[src/rtl/rob_pkg.sv]
// Shared types and widths for the ROB response path and the AR-side tag allocator.
package rob_pkg;

  localparam int R_ID_W     = 4;
  localparam int R_DATA_W   = 64;
  localparam int R_RESP_W   = 2;
  localparam int R_TAG_W    = 4;
  localparam int R_NUM_TAGS = 1 << R_TAG_W;

  localparam logic [R_RESP_W-1:0] RESP_SLVERR = 2'b10;

  typedef struct packed {
    logic [R_ID_W-1:0]   id;
    logic [R_DATA_W-1:0] data;
    logic [R_RESP_W-1:0] resp;
    logic                last;
    logic [R_TAG_W-1:0]  tagid;
  } r_beat_t;

  typedef struct packed {
    logic              valid;
    logic [R_ID_W-1:0] id;
  } tag_entry_t;

endpackage

[src/rtl/r_if.sv]
// AXI R-channel bundle extended with the ROB tag.
interface r_if #(
  parameter int ID_WIDTH   = 4,
  parameter int DATA_WIDTH = 64,
  parameter int RESP_WIDTH = 2,
  parameter int TAG_WIDTH  = 4
);
  logic                  valid;
  logic [ID_WIDTH-1:0]   id;
  logic [DATA_WIDTH-1:0] data;
  logic [RESP_WIDTH-1:0] resp;
  logic                  last;
  logic [TAG_WIDTH-1:0]  tagid;
  logic                  ready;

  modport master (output valid, id, data, resp, last, tagid, input ready);
  modport slave  (input valid, id, data, resp, last, tagid, output ready);
endinterface

[src/rtl/r_fifo2.sv]
// Two-entry FIFO of R beats; full throughput, registered output.
module r_fifo2
  import rob_pkg::*;
(
  input  logic    clk,
  input  logic    rst,
  input  logic    in_valid_i,
  output logic    in_ready_o,
  input  r_beat_t in_beat_i,
  output logic    out_valid_o,
  input  logic    out_ready_i,
  output r_beat_t out_beat_o
);

  r_beat_t    mem_q [2];
  logic       wr_ptr_q, wr_ptr_d;
  logic       rd_ptr_q, rd_ptr_d;
  logic [1:0] count_q, count_d;
  logic       push, pop;

  // Ready is held low during reset so nothing is accepted into a clearing buffer.
  assign in_ready_o  = (count_q != 2'd2) && !rst;
  assign out_valid_o = (count_q != 2'd0);
  assign out_beat_o  = mem_q[rd_ptr_q];

  assign push = in_valid_i && in_ready_o;
  assign pop  = out_valid_o && out_ready_i;

  always_comb begin
    wr_ptr_d = wr_ptr_q ^ push;
    rd_ptr_d = rd_ptr_q ^ pop;
    count_d  = count_q;
    case ({push, pop})
      2'b10:   count_d = count_q + 2'd1;
      2'b01:   count_d = count_q - 2'd1;
      default: count_d = count_q;
    endcase
  end

  always_ff @(posedge clk or posedge rst) begin
    if (rst) begin
      wr_ptr_q <= 1'b0;
      rd_ptr_q <= 1'b0;
      count_q  <= 2'd0;
    end else begin
      wr_ptr_q <= wr_ptr_d;
      rd_ptr_q <= rd_ptr_d;
      count_q  <= count_d;
    end
  end

  always_ff @(posedge clk) begin
    if (push) mem_q[wr_ptr_q] <= in_beat_i;
  end

endmodule

[src/rtl/r_id_restore.sv]
// Restores the original AXI ID on tagged R beats and retires tags when a burst completes.
module r_id_restore
  import rob_pkg::*;
#(
  parameter int ID_WIDTH   = R_ID_W,
  parameter int DATA_WIDTH = R_DATA_W,
  parameter int RESP_WIDTH = R_RESP_W,
  parameter int TAG_WIDTH  = R_TAG_W
) (
  input  logic                 clk,
  input  logic                 rst,
  input  logic                 alloc_valid,
  input  logic [TAG_WIDTH-1:0] alloc_tag,
  input  logic [ID_WIDTH-1:0]  alloc_id,
  r_if.slave                   r_in,
  r_if.master                  r_out,
  output logic                 free_valid,
  output logic [TAG_WIDTH-1:0] free_tag,
  output logic                 err_unalloc
);

  localparam int NUM_TAGS = 2 ** TAG_WIDTH;

  logic [NUM_TAGS-1:0]   vld_q, vld_d;
  logic [ID_WIDTH-1:0]   id_q [NUM_TAGS];
  tag_entry_t            ent;
  logic [ID_WIDTH-1:0]   beat_id;
  logic [DATA_WIDTH-1:0] beat_data;
  logic [RESP_WIDTH-1:0] beat_resp;
  r_beat_t               push_beat, head;
  logic                  push_rdy, pop_vld;
  logic                  accept, retire;
  logic                  free_valid_q;
  logic [TAG_WIDTH-1:0]  free_tag_q;
  logic                  err_q;
  logic                  unused_id;

  assign unused_id = ^r_in.id;

  // Lookup sees the pre-edge table; a same-cycle alloc is not bypassed.
  assign ent.valid = vld_q[r_in.tagid];
  assign ent.id    = id_q[r_in.tagid];

  assign beat_id   = ent.valid ? ent.id : '0;
  assign beat_resp = ent.valid ? r_in.resp : RESP_SLVERR;
  assign beat_data = r_in.data;
  assign push_beat = {beat_id, beat_data, beat_resp, r_in.last, r_in.tagid};

  r_fifo2 u_fifo (
    .clk         (clk),
    .rst         (rst),
    .in_valid_i  (r_in.valid),
    .in_ready_o  (push_rdy),
    .in_beat_i   (push_beat),
    .out_valid_o (pop_vld),
    .out_ready_i (r_out.ready),
    .out_beat_o  (head)
  );

  assign r_in.ready  = push_rdy;
  assign r_out.valid = pop_vld;
  assign r_out.id    = head.id;
  assign r_out.data  = head.data;
  assign r_out.resp  = head.resp;
  assign r_out.last  = head.last;
  assign r_out.tagid = head.tagid;

  assign accept = r_in.valid && push_rdy;
  assign retire = pop_vld && r_out.ready && head.last;

  // Alloc is applied after retire so it wins on a same-tag collision.
  always_comb begin
    vld_d = vld_q;
    if (retire)      vld_d[head.tagid] = 1'b0;
    if (alloc_valid) vld_d[alloc_tag]  = 1'b1;
  end

  always_ff @(posedge clk or posedge rst) begin
    if (rst) begin
      vld_q        <= '0;
      free_valid_q <= 1'b0;
      free_tag_q   <= '0;
      err_q        <= 1'b0;
    end else begin
      vld_q        <= vld_d;
      free_valid_q <= retire;
      if (retire) free_tag_q <= head.tagid;
      err_q        <= accept && !ent.valid;
    end
  end

  always_ff @(posedge clk) begin
    if (alloc_valid) id_q[alloc_tag] <= alloc_id;
  end

  assign free_valid  = free_valid_q;
  assign free_tag    = free_tag_q;
  assign err_unalloc = err_q;

endmodule

[src/flat_wrapper.sv]
// flat-port wrapper written by rule: the top's interface ports become plain ports
module r_id_restore_flat import rob_pkg::*;
#(
  parameter int ID_WIDTH   = R_ID_W,
  parameter int DATA_WIDTH = R_DATA_W,
  parameter int RESP_WIDTH = R_RESP_W,
  parameter int TAG_WIDTH  = R_TAG_W
)
  (clk, rst, alloc_valid, alloc_tag, alloc_id, free_valid, free_tag, err_unalloc, r_in_valid, r_in_id, r_in_data, r_in_resp, r_in_last, r_in_tagid, r_in_ready, r_out_valid, r_out_id, r_out_data, r_out_resp, r_out_last, r_out_tagid, r_out_ready);
  r_if #(.ID_WIDTH(ID_WIDTH), .DATA_WIDTH(DATA_WIDTH), .RESP_WIDTH(RESP_WIDTH), .TAG_WIDTH(TAG_WIDTH)) r_in_i ();
  r_if #(.ID_WIDTH(ID_WIDTH), .DATA_WIDTH(DATA_WIDTH), .RESP_WIDTH(RESP_WIDTH), .TAG_WIDTH(TAG_WIDTH)) r_out_i ();
  input  logic clk;
  input  logic rst;
  input  logic alloc_valid;
  input  logic [TAG_WIDTH-1:0] alloc_tag;
  input  logic [ID_WIDTH-1:0] alloc_id;
  output logic free_valid;
  output logic [TAG_WIDTH-1:0] free_tag;
  output logic err_unalloc;
  input wire logic [$bits(r_in_i.valid)-1:0] r_in_valid;
  input wire logic [$bits(r_in_i.id)-1:0] r_in_id;
  input wire logic [$bits(r_in_i.data)-1:0] r_in_data;
  input wire logic [$bits(r_in_i.resp)-1:0] r_in_resp;
  input wire logic [$bits(r_in_i.last)-1:0] r_in_last;
  input wire logic [$bits(r_in_i.tagid)-1:0] r_in_tagid;
  output wire logic [$bits(r_in_i.ready)-1:0] r_in_ready;
  output wire logic [$bits(r_out_i.valid)-1:0] r_out_valid;
  output wire logic [$bits(r_out_i.id)-1:0] r_out_id;
  output wire logic [$bits(r_out_i.data)-1:0] r_out_data;
  output wire logic [$bits(r_out_i.resp)-1:0] r_out_resp;
  output wire logic [$bits(r_out_i.last)-1:0] r_out_last;
  output wire logic [$bits(r_out_i.tagid)-1:0] r_out_tagid;
  input wire logic [$bits(r_out_i.ready)-1:0] r_out_ready;
  assign r_in_i.valid = r_in_valid;
  assign r_in_i.id = r_in_id;
  assign r_in_i.data = r_in_data;
  assign r_in_i.resp = r_in_resp;
  assign r_in_i.last = r_in_last;
  assign r_in_i.tagid = r_in_tagid;
  assign r_in_ready = r_in_i.ready;
  assign r_out_valid = r_out_i.valid;
  assign r_out_id = r_out_i.id;
  assign r_out_data = r_out_i.data;
  assign r_out_resp = r_out_i.resp;
  assign r_out_last = r_out_i.last;
  assign r_out_tagid = r_out_i.tagid;
  assign r_out_i.ready = r_out_ready;
  r_id_restore #(.ID_WIDTH(ID_WIDTH), .DATA_WIDTH(DATA_WIDTH), .RESP_WIDTH(RESP_WIDTH), .TAG_WIDTH(TAG_WIDTH)) u_core (.clk(clk), .rst(rst), .alloc_valid(alloc_valid), .alloc_tag(alloc_tag), .alloc_id(alloc_id), .r_in(r_in_i), .r_out(r_out_i), .free_valid(free_valid), .free_tag(free_tag), .err_unalloc(err_unalloc));
endmodule
[config.mk]
export PLATFORM = sky130hd
export DESIGN_NAME = r_id_restore_flat
export DESIGN_NICKNAME = d
export VERILOG_FILES = /design/src/rtl/rob_pkg.sv /design/src/rtl/r_if.sv /design/src/rtl/r_fifo2.sv /design/src/rtl/r_id_restore.sv /design/src/flat_wrapper.sv
export SDC_FILE = /design/constraint.sdc
export NUM_CORES = 1
export LEC_CHECK = 0
export ABC_AREA = 1
export CORE_ASPECT_RATIO = 0.5
export CORE_MARGIN = 2
export CORE_UTILIZATION = 37
export DETAILED_ROUTE_END_ITERATION = 8
export HOLD_SLACK_MARGIN = 0.05
export PLACE_DENSITY = 0.58
export SLEW_MARGIN = 20
export SYNTH_ARGS = -nofsm -noshare
export SYNTH_HDL_FRONTEND = slang
export SYNTH_SLANG_ARGS = --single-unit
[constraint.sdc]
create_clock -name clk -period 5.4 [get_ports clk]
set_input_delay 1.35 -clock clk [delete_from_list [all_inputs] [get_ports clk]]
set_output_delay 1.35 -clock clk [all_outputs]
set_load 0.1 [all_outputs]
==> results_dict.tcl <==
set metrics [dict create \
    status "completed" \
    rsz0062_at_grt "no" \
    grt_pass1_vias 5779 \
    first_iter_violations 354 \
    pwr-share-comb 0.428 \
    antenna_left 0 \
    fill_cells 2259 \
    port_buffers 166 \
    start_util 0.380 \
    cp_cell_sequence "buf_4, mux2_2, clkdlybuf4s50_1" \
    ir_drop_mv 0.229 \
    final-setup-viol-count 0 \
    skew_ps 15.3 \
    synth_area_leaders "edfxtp_1 (67%), mux2_2 (8.2%), dfrtp_1 (6.7%)" \
    netlist_area_um2 9660 \
    final_layout_size_suffix_gt1_frac 0.156 \
    gp_congestion 0.850 \
    routedWlPerCell_um 16.8 \
    ys_ff_latch 240 \
    synth_top_area_cell "edfxtp_1" \
    clock_sinks 240 \
    fin_crit_sh 0.865 \
    pwr_density_cell_nw_per_um2 561 \
    core_area_um2 25400 \
    critical_path_class "reg -> out" \
    hold_buffers 0 \
    drv_cap 0 \
    syn_area_per_cell_um2 13.8 \
    grt_pass1_wl_um 32100 \
    synth_seq_area_share 0.732 \
    syn_inst 702 \
    wirelength_um 20800 \
    via_count 5796 \
    grt-ovfl-total 0 \
    p_sw_w 0.00303 \
    cts-root-buf "clkbuf_16" \
    max_freq_mhz 214 \
    clkLatencyLatePin_ps 510 \
    cts_repair_resize_count 0 \
    numCtsBuffers 23 \
    internal_power_w 0.00389 \
    syn_nets 793 \
    min_period_ps 4670 \
    grt_antenna_before_repair 1 \
    endpoint_kind "output pin" \
    nNetsFinal 968 \
    vias_per_cell 4.69 \
    worst_slack_ps 731 \
    clockBufferDepth 3 \
    yosys_warnings 0 \
    areaGrowthSynthToFinish_pct 27.7 \
    finalHoldViolCount 0 \
    drt_first_pass_iters 4 \
    hpwl_um 13800 \
    die_area_um2 27500 \
    multiInputGateArea_um2 2090 \
    synthFlopType "edfxtp_1" \
    io_pins 171 \
    crit_required_ps 4050 \
    worstMarginPinSlew_ps 1040 \
    synth_edf_count 214 \
    place_ws_ps 1190 \
    hold_path_class "reg -> reg" \
    rows 41 \
    synthArstFlopShare 0.108 \
    synth_top_area_share 0.665 \
    swShare 0.438 \
    hold_slack_ps 481 \
    drc 0 \
    critical_path.startpoint_type "flop" \
    grt_start_max_net_pins 74 \
    path_max_fanout 73 \
    critPathMaxStageDelay_ps 1120 \
    slew_headroom 0.305 \
    drv_slew 0 \
    die_w_um 233 \
    cts_tree "yes" \
    final_util 0.485 \
    clkPwrFrac 0.217 \
    seqPwrFrac 0.355 \
    critPathSlowestCell "dfrtp_4" \
    htree_levels 1 \
    p_leak_nw 4.65 \
    post-cts-setup-buffers 0 \
    ys_types 32 \
    ff_latch_area_um2 7080 \
    arrival_ps 3320 \
    clk_pin_slew_ps 60 \
    grt_usage 0.152 \
    die_h_um 118 \
]
## layer usage
| metal | global-route usage | up-vias | wire (um) |
|---|---|---|---|
| li1 | - | 2763 | - |
| met1 | 0.188 | 2863 | 8570 |
| met5 | 0 | - | 0 |
| met2 | 0.268 | 128 | 10700 |
| met4 | 0.0450 | 0 | 595 |
| met3 | 0.0314 | 42 | 940 |
## synth_stat cells, types with 2 or more instances
| cell type | instances |
|---|---|
| dfrtp_1 | 26 |
| clkbuf_1 | 3 |
| nor2_1 | 27 |
| o21bai_1 | 10 |
| buf_6 | 3 |
| o21ai_2 | 2 |
| nor3_1 | 8 |
| xor2_1 | 2 |
| o21ai_0 | 8 |
| a21oi_1 | 2 |
| inv_2 | 4 |
| inv_1 | 93 |
| mux2_2 | 70 |
| nand3_1 | 60 |
| buf_4 | 8 |
| ha_1 | 3 |
| edfxtp_1 | 214 |
| buf_2 | 9 |
| nand2_2 | 3 |
| nand2_1 | 128 |
| o21ai_1 | 8 |
## cells by family after synthesis
group,share of synthesized area
adder cells (fa/ha/maj),0.00388
XOR/XNOR,0.00272
buffers and inverters,0.0541
flip-flops,0.732
AO/OA/AOI/OAI,0.0240
AND/OR/NAND/NOR,0.101
multiplexers,0.0816
## power groups by stage
stage | combinational, W | clock [W] | sequential [W]
global route | 0.00307 | 0.00161 | 0.00250
CTS | 0.00299 | 0.00155 | 0.00247
finish | 0.00296 | 0.00150 | 0.00246
floorplan | 0.00231 | 0 | 0.00251
detailed placement | 0.00298 | 0 | 0.00251
global placement | 0.00297 | 0 | 0.00250
## stage by stage
| step | setup TNS, ps | total power (W) | instances | instance area [um^2] |
|---|---|---|---|---|
| 2_1_floorplan | -16560 | 0.00482 | 702 | 9660 |
| 3_3_place_gp | 0 | 0.00547 | 1196 | 11700 |
| 3_5_place_dp | 0 | 0.00549 | 1196 | 11700 |
| 4_1_cts | 0 | 0.00700 | 1235 | 12300 |
| 5_1_grt | 0 | 0.00719 | 1236 | 12300 |
| 6_report | 0 | 0.00693 | 1236 | 12300 |
## path summary, 6_finish.rpt
kind | slack (ps) | end | depth (start not counted) | from
hold / removal | 480 | u_core.free_tag[1] | 2 | u_core.free_tag[1]
setup reg to reg | 3090 | u_core.u_fifo.mem_q[0][18] | 6 | u_core.u_fifo.count_q[0]
hold reg to reg | 480 | u_core.free_tag[1] | 2 | u_core.free_tag[1]
min in group asynchronous | 1240 | u_core.err_unalloc | 2 | rst
setup / recovery | 730 | r_out_data[16] | 3 | u_core.u_fifo.rd_ptr_q
max in group asynchronous | 3730 | u_core.u_fifo.rd_ptr_q | 2 | rst
## critical path: cells and delay by family, from the launching register on
| family | cells | cell delay, ps |
|---|---|---|
| muxes | 1 | 360 |
| DFF | 1 | 1120 |
| buffers and inverters | 2 | 1300 |
## state kept, by name, summed over array words and instances (netlist names)
| register | cells |
|---|---|
| u_core.u_fifo.rd_ptr_q | 1 |
| u_core.free_tag | 4 |
| u_core.u_fifo.mem_q | 150 |
| u_core.err_unalloc | 1 |
| u_core.id_q | 64 |
| u_core.u_fifo.count_q | 2 |
| u_core.vld_q | 16 |
| u_core.u_fifo.wr_ptr_q | 1 |
| u_core.free_valid | 1 |
## area by class of cell
class                   count  area share
well taps                 344      0.0349
clock buffers              32      0.0510
diodes                      1    0.000203
inverters                  99      0.0302
flip-flops and latches    240       0.574
clock inverters             7     0.00456
multi-input cells         340       0.169
repair buffers            173       0.136
## placed cells by master, fill, tap and decap left out, types with 8 or more instances in the layout
master           netlist  layout
o21bai_1              10      10
clkdlybuf4s50_1        0     154
o21ai_0                8       8
clkbuf_16              0      23
nand2_1              128     128
o21ai_1                8       8
nand3_1               60      60
nor3_1                 8       8
mux2_2                70      70
dfrtp_1               26      25
edfxtp_1             214     214
nor2_1                27      27
buf_4                  8      19
inv_1                 93      92
Note: power is estimated with default switching activity, not from simulation.
